## config.mk

```make
export PLATFORM = sky130hd
export DESIGN_NAME = ftdi_fifo_bridge
export DESIGN_NICKNAME = d
export VERILOG_FILES = /design/src/rtl/ftdi_fifo_bridge.sv
export SDC_FILE = /design/constraint.sdc
export NUM_CORES = 1
export LEC_CHECK = 0
export ABC_CLOCK_PERIOD_IN_PS = 2800
export CAP_MARGIN = 20
export CORE_MARGIN = 8
export CORE_UTILIZATION = 57
export DETAILED_ROUTE_END_ITERATION = 12
export DONT_BUFFER_PORTS = 1
export HOLD_SLACK_MARGIN = 0.05
export PLACE_DENSITY = 0.75
export SYNTH_ARGS = -nofsm -noshare
export SYNTH_HDL_FRONTEND = slang
export SYNTH_SLANG_ARGS = --single-unit
```

## constraint.sdc

```tcl
create_clock -name clock -period 2.8 [get_ports clock]
set_input_delay 0.56 -clock clock [delete_from_list [all_inputs] [get_ports clock]]
set_output_delay 0.56 -clock clock [all_outputs]
set_load 0.05 [all_outputs]
```

## src/rtl/ftdi_fifo_bridge.sv

```systemverilog
// ftdi_fifo_bridge
// Bridge between fabric byte streams and an FTDI FT2232-class chip in
// asynchronous 245 FIFO mode. Outbound bytes are buffered in a TX FIFO and
// written with WR#; inbound bytes are read with RD# into a show-ahead RX FIFO.
// Optional feature macro: FTDI_BRIDGE_RR_ARB_EN (round-robin read/write
// arbitration; fixed read priority when undefined).
//
// Ports:
//   clock, reset_n     sole clock, async active-low reset
//   clear              synchronous flush of both FIFOs and the FSM
//   rxf_n, txe_n       FTDI status (pre-synchronised, active-low)
//   adbus_in/out/oe    pad data in, pad data out, pad output enable
//   ftdi_rd_n/wr_n     RD#/WR# strobes
//   rd_en, wr_en       permit reads / writes from/to the FTDI
//   tx_data/valid/ready outbound byte stream into the TX FIFO
//   rx_data/valid/ready inbound byte stream out of the RX FIFO
//   tx_level, rx_level FIFO occupancies (0..DEPTH)
module ftdi_fifo_bridge #(
  parameter int unsigned TX_DEPTH = 16,
  parameter int unsigned RX_DEPTH = 64,
  parameter int unsigned WR_SETUP = 1,
  parameter int unsigned WR_PULSE = 2,
  parameter int unsigned RD_PULSE = 2
) (
  input  logic                        clock,
  input  logic                        reset_n,
  input  logic                        clear,
  input  logic                        rxf_n,
  input  logic                        txe_n,
  input  logic [7:0]                  adbus_in,
  output logic [7:0]                  adbus_out,
  output logic                        adbus_oe,
  output logic                        ftdi_rd_n,
  output logic                        ftdi_wr_n,
  input  logic                        rd_en,
  input  logic                        wr_en,
  input  logic [7:0]                  tx_data,
  input  logic                        tx_valid,
  output logic                        tx_ready,
  output logic [7:0]                  rx_data,
  output logic                        rx_valid,
  input  logic                        rx_ready,
  output logic [$clog2(TX_DEPTH):0]   tx_level,
  output logic [$clog2(RX_DEPTH):0]   rx_level
);

  localparam int unsigned TX_AW   = $clog2(TX_DEPTH);
  localparam int unsigned TX_LW   = TX_AW + 1;
  localparam int unsigned RX_AW   = $clog2(RX_DEPTH);
  localparam int unsigned RX_LW   = RX_AW + 1;
  localparam int unsigned CNT_MAX0 = (WR_SETUP > WR_PULSE) ? WR_SETUP : WR_PULSE;
  localparam int unsigned CNT_MAX  = (CNT_MAX0 > RD_PULSE) ? CNT_MAX0 : RD_PULSE;
  localparam int unsigned CNT_W    = (CNT_MAX > 1) ? $clog2(CNT_MAX) : 1;

  localparam logic [2:0] ST_IDLE    = 3'd0;
  localparam logic [2:0] ST_WR_SET  = 3'd1;
  localparam logic [2:0] ST_WR_STB  = 3'd2;
  localparam logic [2:0] ST_WR_HOLD = 3'd3;
  localparam logic [2:0] ST_RD_STB  = 3'd4;
  localparam logic [2:0] ST_RD_REC  = 3'd5;

  logic [2:0]       state_q, state_d;
  logic [CNT_W-1:0] cnt_q, cnt_d;
  logic             wr_n_q, wr_n_d;
  logic             rd_n_q, rd_n_d;
  logic             oe_q, oe_d;
  logic [7:0]       dout_q, dout_d;

  logic [7:0]       tx_mem [TX_DEPTH];
  logic [TX_AW-1:0] tx_wptr_q, tx_wptr_d, tx_rptr_q, tx_rptr_d;
  logic [TX_LW-1:0] tx_level_q, tx_level_d;
  logic [7:0]       rx_mem [RX_DEPTH];
  logic [RX_AW-1:0] rx_wptr_q, rx_wptr_d, rx_rptr_q, rx_rptr_d;
  logic [RX_LW-1:0] rx_level_q, rx_level_d;

  logic tx_push, tx_pop, rx_push, rx_pop;
  logic rd_elig, wr_elig, pick_rd;

  assign tx_ready = (tx_level_q != TX_LW'(TX_DEPTH));
  assign rx_valid = (rx_level_q != '0);
  assign rx_data  = rx_valid ? rx_mem[rx_rptr_q] : 8'h00;
  assign tx_level = tx_level_q;
  assign rx_level = rx_level_q;

  assign adbus_out = dout_q;
  assign adbus_oe  = oe_q;
  assign ftdi_rd_n = rd_n_q;
  assign ftdi_wr_n = wr_n_q;

  // clear overrides any push or pop in the same cycle
  assign tx_push = tx_valid && tx_ready && !clear;
  assign rx_pop  = rx_valid && rx_ready && !clear;

  assign rd_elig = rd_en && !rxf_n && (rx_level_q != RX_LW'(RX_DEPTH));
  assign wr_elig = wr_en && !txe_n && (tx_level_q != '0);

`ifdef FTDI_BRIDGE_RR_ARB_EN
  logic last_wr_q, last_wr_d;

  // on contention the direction not served last wins
  assign pick_rd = rd_elig && (!wr_elig || last_wr_q);

  // last-served flag updates on transfer start; clear restores "write"
  always_comb begin
    last_wr_d = last_wr_q;
    if (clear) begin
      last_wr_d = 1'b1;
    end else if (state_q == ST_IDLE && state_d == ST_RD_STB) begin
      last_wr_d = 1'b0;
    end else if (state_q == ST_IDLE && state_d == ST_WR_SET) begin
      last_wr_d = 1'b1;
    end
  end

  always_ff @(posedge clock or negedge reset_n) begin
    if (!reset_n) last_wr_q <= 1'b1;
    else          last_wr_q <= last_wr_d;
  end
`else
  assign pick_rd = rd_elig;
`endif

  // transfer FSM: one shared down-counter times WR_SET, WR_STB and RD_STB
  always_comb begin
    state_d = state_q;
    cnt_d   = cnt_q;
    tx_pop  = 1'b0;
    rx_push = 1'b0;
    case (state_q)
      ST_IDLE: begin
        if (pick_rd) begin
          state_d = ST_RD_STB;
          cnt_d   = CNT_W'(RD_PULSE - 1);
        end else if (wr_elig) begin
          state_d = ST_WR_SET;
          cnt_d   = CNT_W'(WR_SETUP - 1);
        end
      end
      ST_WR_SET: begin
        if (cnt_q == '0) begin
          state_d = ST_WR_STB;
          cnt_d   = CNT_W'(WR_PULSE - 1);
        end else begin
          cnt_d = cnt_q - CNT_W'(1);
        end
      end
      ST_WR_STB: begin
        if (cnt_q == '0) begin
          state_d = ST_WR_HOLD;
          tx_pop  = 1'b1;
        end else begin
          cnt_d = cnt_q - CNT_W'(1);
        end
      end
      ST_WR_HOLD: state_d = ST_IDLE;
      ST_RD_STB: begin
        if (cnt_q == '0) begin
          state_d = ST_RD_REC;
          rx_push = 1'b1;
        end else begin
          cnt_d = cnt_q - CNT_W'(1);
        end
      end
      ST_RD_REC: state_d = ST_IDLE;
      default:   state_d = ST_IDLE;
    endcase
    if (clear) begin
      state_d = ST_IDLE;
      cnt_d   = '0;
      tx_pop  = 1'b0;
      rx_push = 1'b0;
    end
  end

  // pad outputs are registered from the next state so they align with it
  always_comb begin
    wr_n_d = (state_d != ST_WR_STB);
    rd_n_d = (state_d != ST_RD_STB);
    oe_d   = (state_d == ST_WR_SET) || (state_d == ST_WR_STB) ||
             (state_d == ST_WR_HOLD);
    dout_d = 8'h00;
    if (state_d == ST_WR_SET && state_q == ST_IDLE) begin
      dout_d = tx_mem[tx_rptr_q];
    end else if (oe_d) begin
      dout_d = dout_q;
    end
  end

  // TX FIFO pointers and occupancy
  always_comb begin
    tx_wptr_d  = tx_wptr_q;
    tx_rptr_d  = tx_rptr_q;
    tx_level_d = tx_level_q;
    if (clear) begin
      tx_wptr_d  = '0;
      tx_rptr_d  = '0;
      tx_level_d = '0;
    end else begin
      if (tx_push) tx_wptr_d = tx_wptr_q + TX_AW'(1);
      if (tx_pop)  tx_rptr_d = tx_rptr_q + TX_AW'(1);
      case ({tx_push, tx_pop})
        2'b10:   tx_level_d = tx_level_q + TX_LW'(1);
        2'b01:   tx_level_d = tx_level_q - TX_LW'(1);
        default: tx_level_d = tx_level_q;
      endcase
    end
  end

  // RX FIFO pointers and occupancy
  always_comb begin
    rx_wptr_d  = rx_wptr_q;
    rx_rptr_d  = rx_rptr_q;
    rx_level_d = rx_level_q;
    if (clear) begin
      rx_wptr_d  = '0;
      rx_rptr_d  = '0;
      rx_level_d = '0;
    end else begin
      if (rx_push) rx_wptr_d = rx_wptr_q + RX_AW'(1);
      if (rx_pop)  rx_rptr_d = rx_rptr_q + RX_AW'(1);
      case ({rx_push, rx_pop})
        2'b10:   rx_level_d = rx_level_q + RX_LW'(1);
        2'b01:   rx_level_d = rx_level_q - RX_LW'(1);
        default: rx_level_d = rx_level_q;
      endcase
    end
  end

  // FIFO storage; contents need no reset as levels gate visibility
  always_ff @(posedge clock) begin
    if (tx_push) tx_mem[tx_wptr_q] <= tx_data;
    if (rx_push) rx_mem[rx_wptr_q] <= adbus_in;
  end

  // state and output registers
  always_ff @(posedge clock or negedge reset_n) begin
    if (!reset_n) begin
      state_q    <= ST_IDLE;
      cnt_q      <= '0;
      wr_n_q     <= 1'b1;
      rd_n_q     <= 1'b1;
      oe_q       <= 1'b0;
      dout_q     <= 8'h00;
      tx_wptr_q  <= '0;
      tx_rptr_q  <= '0;
      tx_level_q <= '0;
      rx_wptr_q  <= '0;
      rx_rptr_q  <= '0;
      rx_level_q <= '0;
    end else begin
      state_q    <= state_d;
      cnt_q      <= cnt_d;
      wr_n_q     <= wr_n_d;
      rd_n_q     <= rd_n_d;
      oe_q       <= oe_d;
      dout_q     <= dout_d;
      tx_wptr_q  <= tx_wptr_d;
      tx_rptr_q  <= tx_rptr_d;
      tx_level_q <= tx_level_d;
      rx_wptr_q  <= rx_wptr_d;
      rx_rptr_q  <= rx_rptr_d;
      rx_level_q <= rx_level_d;
    end
  end

endmodule

```

-- After elaboration in Yosys (flattened, before gate mapping)
Memories as Yosys holds them, arrays and structs flattened.
Index checks and enable logic that the tools add are counted.
- bits in registers: 47
- RAM bits: 640
- bits of input ports: 25
- output and inout port bits: 33
- memories kept: 2
- add/sub/neg operators: 9
- eq/ne operators: 16
- multiplexer cells: 37
- reduce and logical (&&, ||, !) cells: 26
- memories (name ; words ; bits a word ; read ports ; clocked after memory_dff ; write ports ; line ; source):
    rx_mem ; 64 ; 8 ; 1 ; 0 ; 1 ; 72 ; logic [7:0] rx_mem [RX_DEPTH];
    tx_mem ; 16 ; 8 ; 1 ; 0 ; 1 ; 69 ; logic [7:0] tx_mem [TX_DEPTH];
- operator list (kind ; count):
    6-bit 2-to-1 mux ; 4
    8-bit 2-to-1 mux ; 3
    3-bit 2-to-1 mux ; 6
    4-bit 2-to-1 mux ; 4
    1-bit 2-to-1 mux ; 14
    7-bit one-hot mux with 2 select lines ; 1
    6-bit by 1-bit adder with 6-bit output, second input constant ; 2
    3-bit one-hot mux with 4 select lines ; 1
    5-bit one-hot mux with 2 select lines ; 1
    3-bit by 2-bit == test with 1-bit output, second input constant ; 3
    1-bit logical AND ; 9
    4-bit by 1-bit adder with 4-bit output, second input constant ; 2
    2-bit nonzero test ; 4
    7-bit by 1-bit adder with 7-bit output, second input constant ; 1
    7-bit 2-to-1 mux ; 1
    7-bit inequality test, second input constant ; 1
    7-bit nonzero test ; 1
    7-bit by 1-bit subtractor with 7-bit output, second input constant ; 1
    3-bit by 1-bit == test with 1-bit output, second input constant ; 2
    3-bit nonzero test ; 2
    5-bit by 1-bit adder with 5-bit output, second input constant ; 1
    5-bit 2-to-1 mux ; 1
    5-bit inequality test, second input constant ; 1
    5-bit nonzero test ; 1
    other kinds (16) ; 21

-- Depth between registers and ports, before layout
- depth in word-level cells: 12
- gate-level depth with buffers: 11
- mapped depth without buffers: 10

-- Least setup slack after synthesis
OpenSTA, ideal clock, no wires.
- path kind: reg2reg
- start: reg rx_level_q[0] (netlist: rx_level[0])
- end: reg rx_level_q[6] (netlist: rx_level[6])
- arrival time: 3.210 ns
- data required time: 2.672 ns
- path slack: -0.537 ns
- cell stages (with the launch flop): 10
- buffers on the path: 0
- clock period less this slack: 3.337 ns
- cells stage by stage: dfrtp_1 -> or4_4 -> o31ai_4 -> nor3_1 -> fa_1 -> a211oi_1 -> o21bai_1 -> a21oi_1 -> mux2i_1 -> mux2_1
- longest elaborated chain between the ends: 6
- elaborated cells between the ends (all ways): 10
- RTL lines (what ; line ; source):
    start: declaration ; 74 ; logic [RX_LW-1:0] rx_level_q, rx_level_d;
    start signal: assignment ; 262 ; rx_level_q <= rx_level_d;
    branches (longest 6 deep; another with 7-bit by 1-bit subtractor with 7-bit output) ; n/a ;
Parallel ways; which one is timed is not known.
A chain may end at the register's enable or synchronous reset.

-- Worst setup path after layout
- start: reg rx_rptr_q[0]
- end: out rx_data[7]
- longest elaborated chain between the ends: 2
- RTL lines (what ; line ; source):
    start: declaration ; 73 ; logic [RX_AW-1:0] rx_wptr_q, rx_wptr_d, rx_rptr_q, rx_rptr_d;
    start signal: assignment ; 261 ; rx_rptr_q <= rx_rptr_d;
    memory read 64 x 8 bit ; n/a ;
    8-bit 2-to-1 mux ; 81 ; assign rx_data = rx_valid ? rx_mem[rx_rptr_q] : 8'h00;
    end: declaration ; 40 ; output logic [7:0] rx_data,
No other way between the ends.

==> results.md <==
- Outcome: finished with violations
- Failing checks: setup timing
- Commonest non-fill, non-tap cell in the layout: edfxtp_1
- Yosys top cell by area: edfxtp_1
- Syn Area/Cell: roughly 19 um2
- Placed insts: between 2000 and 2500
- Via count: 15200
- Ant. Diodes: 0
- Clock buffer count from CTS: 69
- Synth area leaders: edfxtp_1 70%, mux4_2 12%, dfrtp_1 4.1%
- Num ports: slightly below 60
- CORE AREA: approximately 48000 um2
- Ys async rst share: roughly 6.8%
- Fmax: around 270 MHz
- VDD IR max: about 0.71 mV
- Final GP Congestion: slightly above 0.8
- Final worst slack: -0.854 ns
- WP buf/inv: 3
- CP top delay family: compound AO/OA/AOI/OAI gates
- Nets: between 1500 and 2000
- Overflow after GRT: 0
- Leakage: 10.9 nW
- Critical Path Start Type: flop
- CTS root buffer: clkbuf_16
- DRT antenna net count: 0
- Post-Route Setup TNS: -6.64 ns
- Synth Net Count: about 1500
- CTS Sinks: roughly 690
- Die width: 235 um
- Seq/Total Area, Yosys: 74.3%
- Period utilisation layout: 131%
- WP data arrival: 3.09 ns
- Clk Latency, worst-skew pair: between 0.6 and 0.7 ns
- Cell at the slowest stage of the critical path: dfrtp_4
- Slew Limit Fails: 0
- H-tree levels: 3
- Synth-to-Final Area Change: 20.4%
- Via density: 6.51
- Crit. End Element: output pin
- Yosys warns: 0
- Finished Cell Area: roughly 33000 um2
- Row count: 80
- Placed Area: 29600 um2
- Reg clk slew, reported paths: around 0.060 ns
- DP Wirelength: approximately 38000 um
- Fillers: roughly 2800
- RSZ-0062 raised after global routing: yes
- Synth Flop Type: edfxtp_1
- Setup Viol. Count Final: 10
- Power per Cell Area: 808 nW/um2
- DIE AREA: about 55000 um2
- Pin count of the biggest net entering global routing: between 50 and 60
- 1st-pass router iterations: 6
- Max-slew headroom: between 20% and 30%
- Non-filler cells, final: 2341
- Unique masters post-synth: 75
- Routed WL per cell: between 20 and 30 um
- Data required, critical path: 2.24 ns
- DRC viols: 0
- Vias in the first global route: ~15000
- Post-Route WL: 67700 um
- Yosys top cell area share: a little over two thirds
- CP most frequent cell: buf_6
- Layout cells sized above 1: around a third
- Iter 0 DRT Violations: 1931
- MaxCap Viol Count: 0
- Crit path kind: flop to output pin
- GRT Util Overall: between 20% and 30%
- Final Hold Vio Count: 0
- Crit-path max FO: 5
- Initial antenna violation count: 0
- Initial Utilization: 57.6%
- Synth Instances: roughly 1400
- Post-synth EDFFs: 640
- Critical Path Max Stage Delay: about 0.52 ns
- Die Height: between 200 and 250 um
- First-pass GRT wire length: between 90000 and 100000 um
- Port bufs: 0
- Worst-margin pin slew: about 1.2 ns
- Most frequent cells in the layout: 640 x edfxtp_1, 184 x buf_4, 147 x mux4_2
- Number of synthesized register bits: approximately 700
- CTS tree: built
- Fin crit period: 3.65 ns
- Critical path, cell by cell: buf_6, clkbuf_16, buf_6, mux4_2, a22o_4, a221oi_4, o22ai_2, a221o_2
- Mapped cell area: between 20000 and 30000 um2
- Clk buf depth: 3
- Clk_skew: about 0.021 ns
- Hold crit path type: input port to flop
final timing paths:
check                      cells past startpoint         start            end  slack [ns]
max in group asynchronous                      2       reset_n      ftdi_wr_n        2.07
min in group asynchronous                      2       reset_n   adbus_out[5]        0.47
max                                            8  rx_rptr_q[0]     rx_data[7]       -0.85
min                                            0   adbus_in[2]  rx_mem[54][2]        0.08
min reg2reg                                    2    state_q[1]     state_q[1]        0.63
max reg2reg                                   10   rx_level[3]    rx_level[6]       -0.20
Yosys cell counts, types with 3 or more instances:
library cell and count:
and2_1 6, a22o_1 23, buf_2 15, ha_1 15
buf_1 14, inv_1 12, nand2_1 53, buf_4 5
nand3_1 5, or3_1 5, xnor2_1 15, o22ai_1 10
a211oi_1 8, a21oi_1 25, buf_6 7, mux4_2 147
edfxtp_1 640, o221ai_1 13, nor3_1 20, o21ai_0 12
or2_2 3, a221o_1 5, nor2b_1 12, clkbuf_1 32
mux2i_1 34, nand2b_1 9, xor2_1 7, nand4_1 5
a22oi_1 32, mux2_4 3, dfrtp_1 45, a221oi_1 14
nor2_1 119, nand3b_1 3
registers in the layout, indices dropped and copies added (netlist names):
name	cells
ftdi_wr_n	1
tx_wptr_q	4
tx_rptr_q	4
ftdi_rd_n	1
cnt_q	1
rx_wptr_q	6
adbus_oe	1
adbus_out	8
tx_mem	128
tx_level	5
rx_level	7
rx_rptr_q	6
state_q	3
rx_mem	512
metal layers:
metal,global-route usage (%),vias to the layer above,share of wire [%]
met5,0,-,0
met4,9.12,0,4.0
met3,7.46,173,11
met2,37.5,935,47
met1,30.8,7819,38
li1,-,6316,-
power by group:
part	leakage (nW)	internal [mW]	switching [mW]	total (mW)
clock network	1.14	5.61	3.89	9.50
logic	3.44	2.75	2.89	5.63
registers	6.37	11.4	0.208	11.6
per-stage QoR:
stage | power [mW] | utilization (%) | setup slack, ns | hold slack (ns)
2_1_floorplan | 15.0 | - | -0.299 | 0.264
3_3_place_gp | 16.3 | 62.1 | -0.317 | 0.267
3_5_place_dp | 16.4 | 62.1 | -0.344 | 0.266
4_1_cts | 26.3 | 68.4 | -0.840 | 0.0557
5_1_grt | 27.4 | 69.4 | -0.905 | 0.0525
6_report | 26.7 | 69.4 | -0.854 | 0.0843
what timing repair did:
action / in CTS / in global routing
buffers inserted: 13 / 14
hold buffers: 31 / 0
pin swaps: 6 / 20
gates resized for setup: 27 / 45
gates cloned: 0 / 3
setup endpoints to repair: 10 / 12
endpoints found under the hold margin: 529 / 0
layout make-up:
type                    instances  area, um2  area share, %
flip-flops and latches        687      20400           61.8
multi-input cells             650       6990           21.2
repair buffers                252       2480           7.50
clock buffers                  78       1770           5.36
well taps                     615        769           2.33
clock inverters                46        567           1.72
inverters                      13       51.3          0.155
cells by family after synthesis:
kind of cell             after synthesis  share of synthesized area [%]
flip-flops                           687                           74.3
AND/OR/NAND/NOR                      260                           4.51
multiplexers                         185                           13.5
AO/OA/AOI/OAI                        165                           4.51
buffers and inverters                 87                           1.55
XOR/XNOR                              23                          0.761
adder cells (fa/ha/maj)               17                          0.830
No activity file was read; power rests on OpenSTA's default activity.
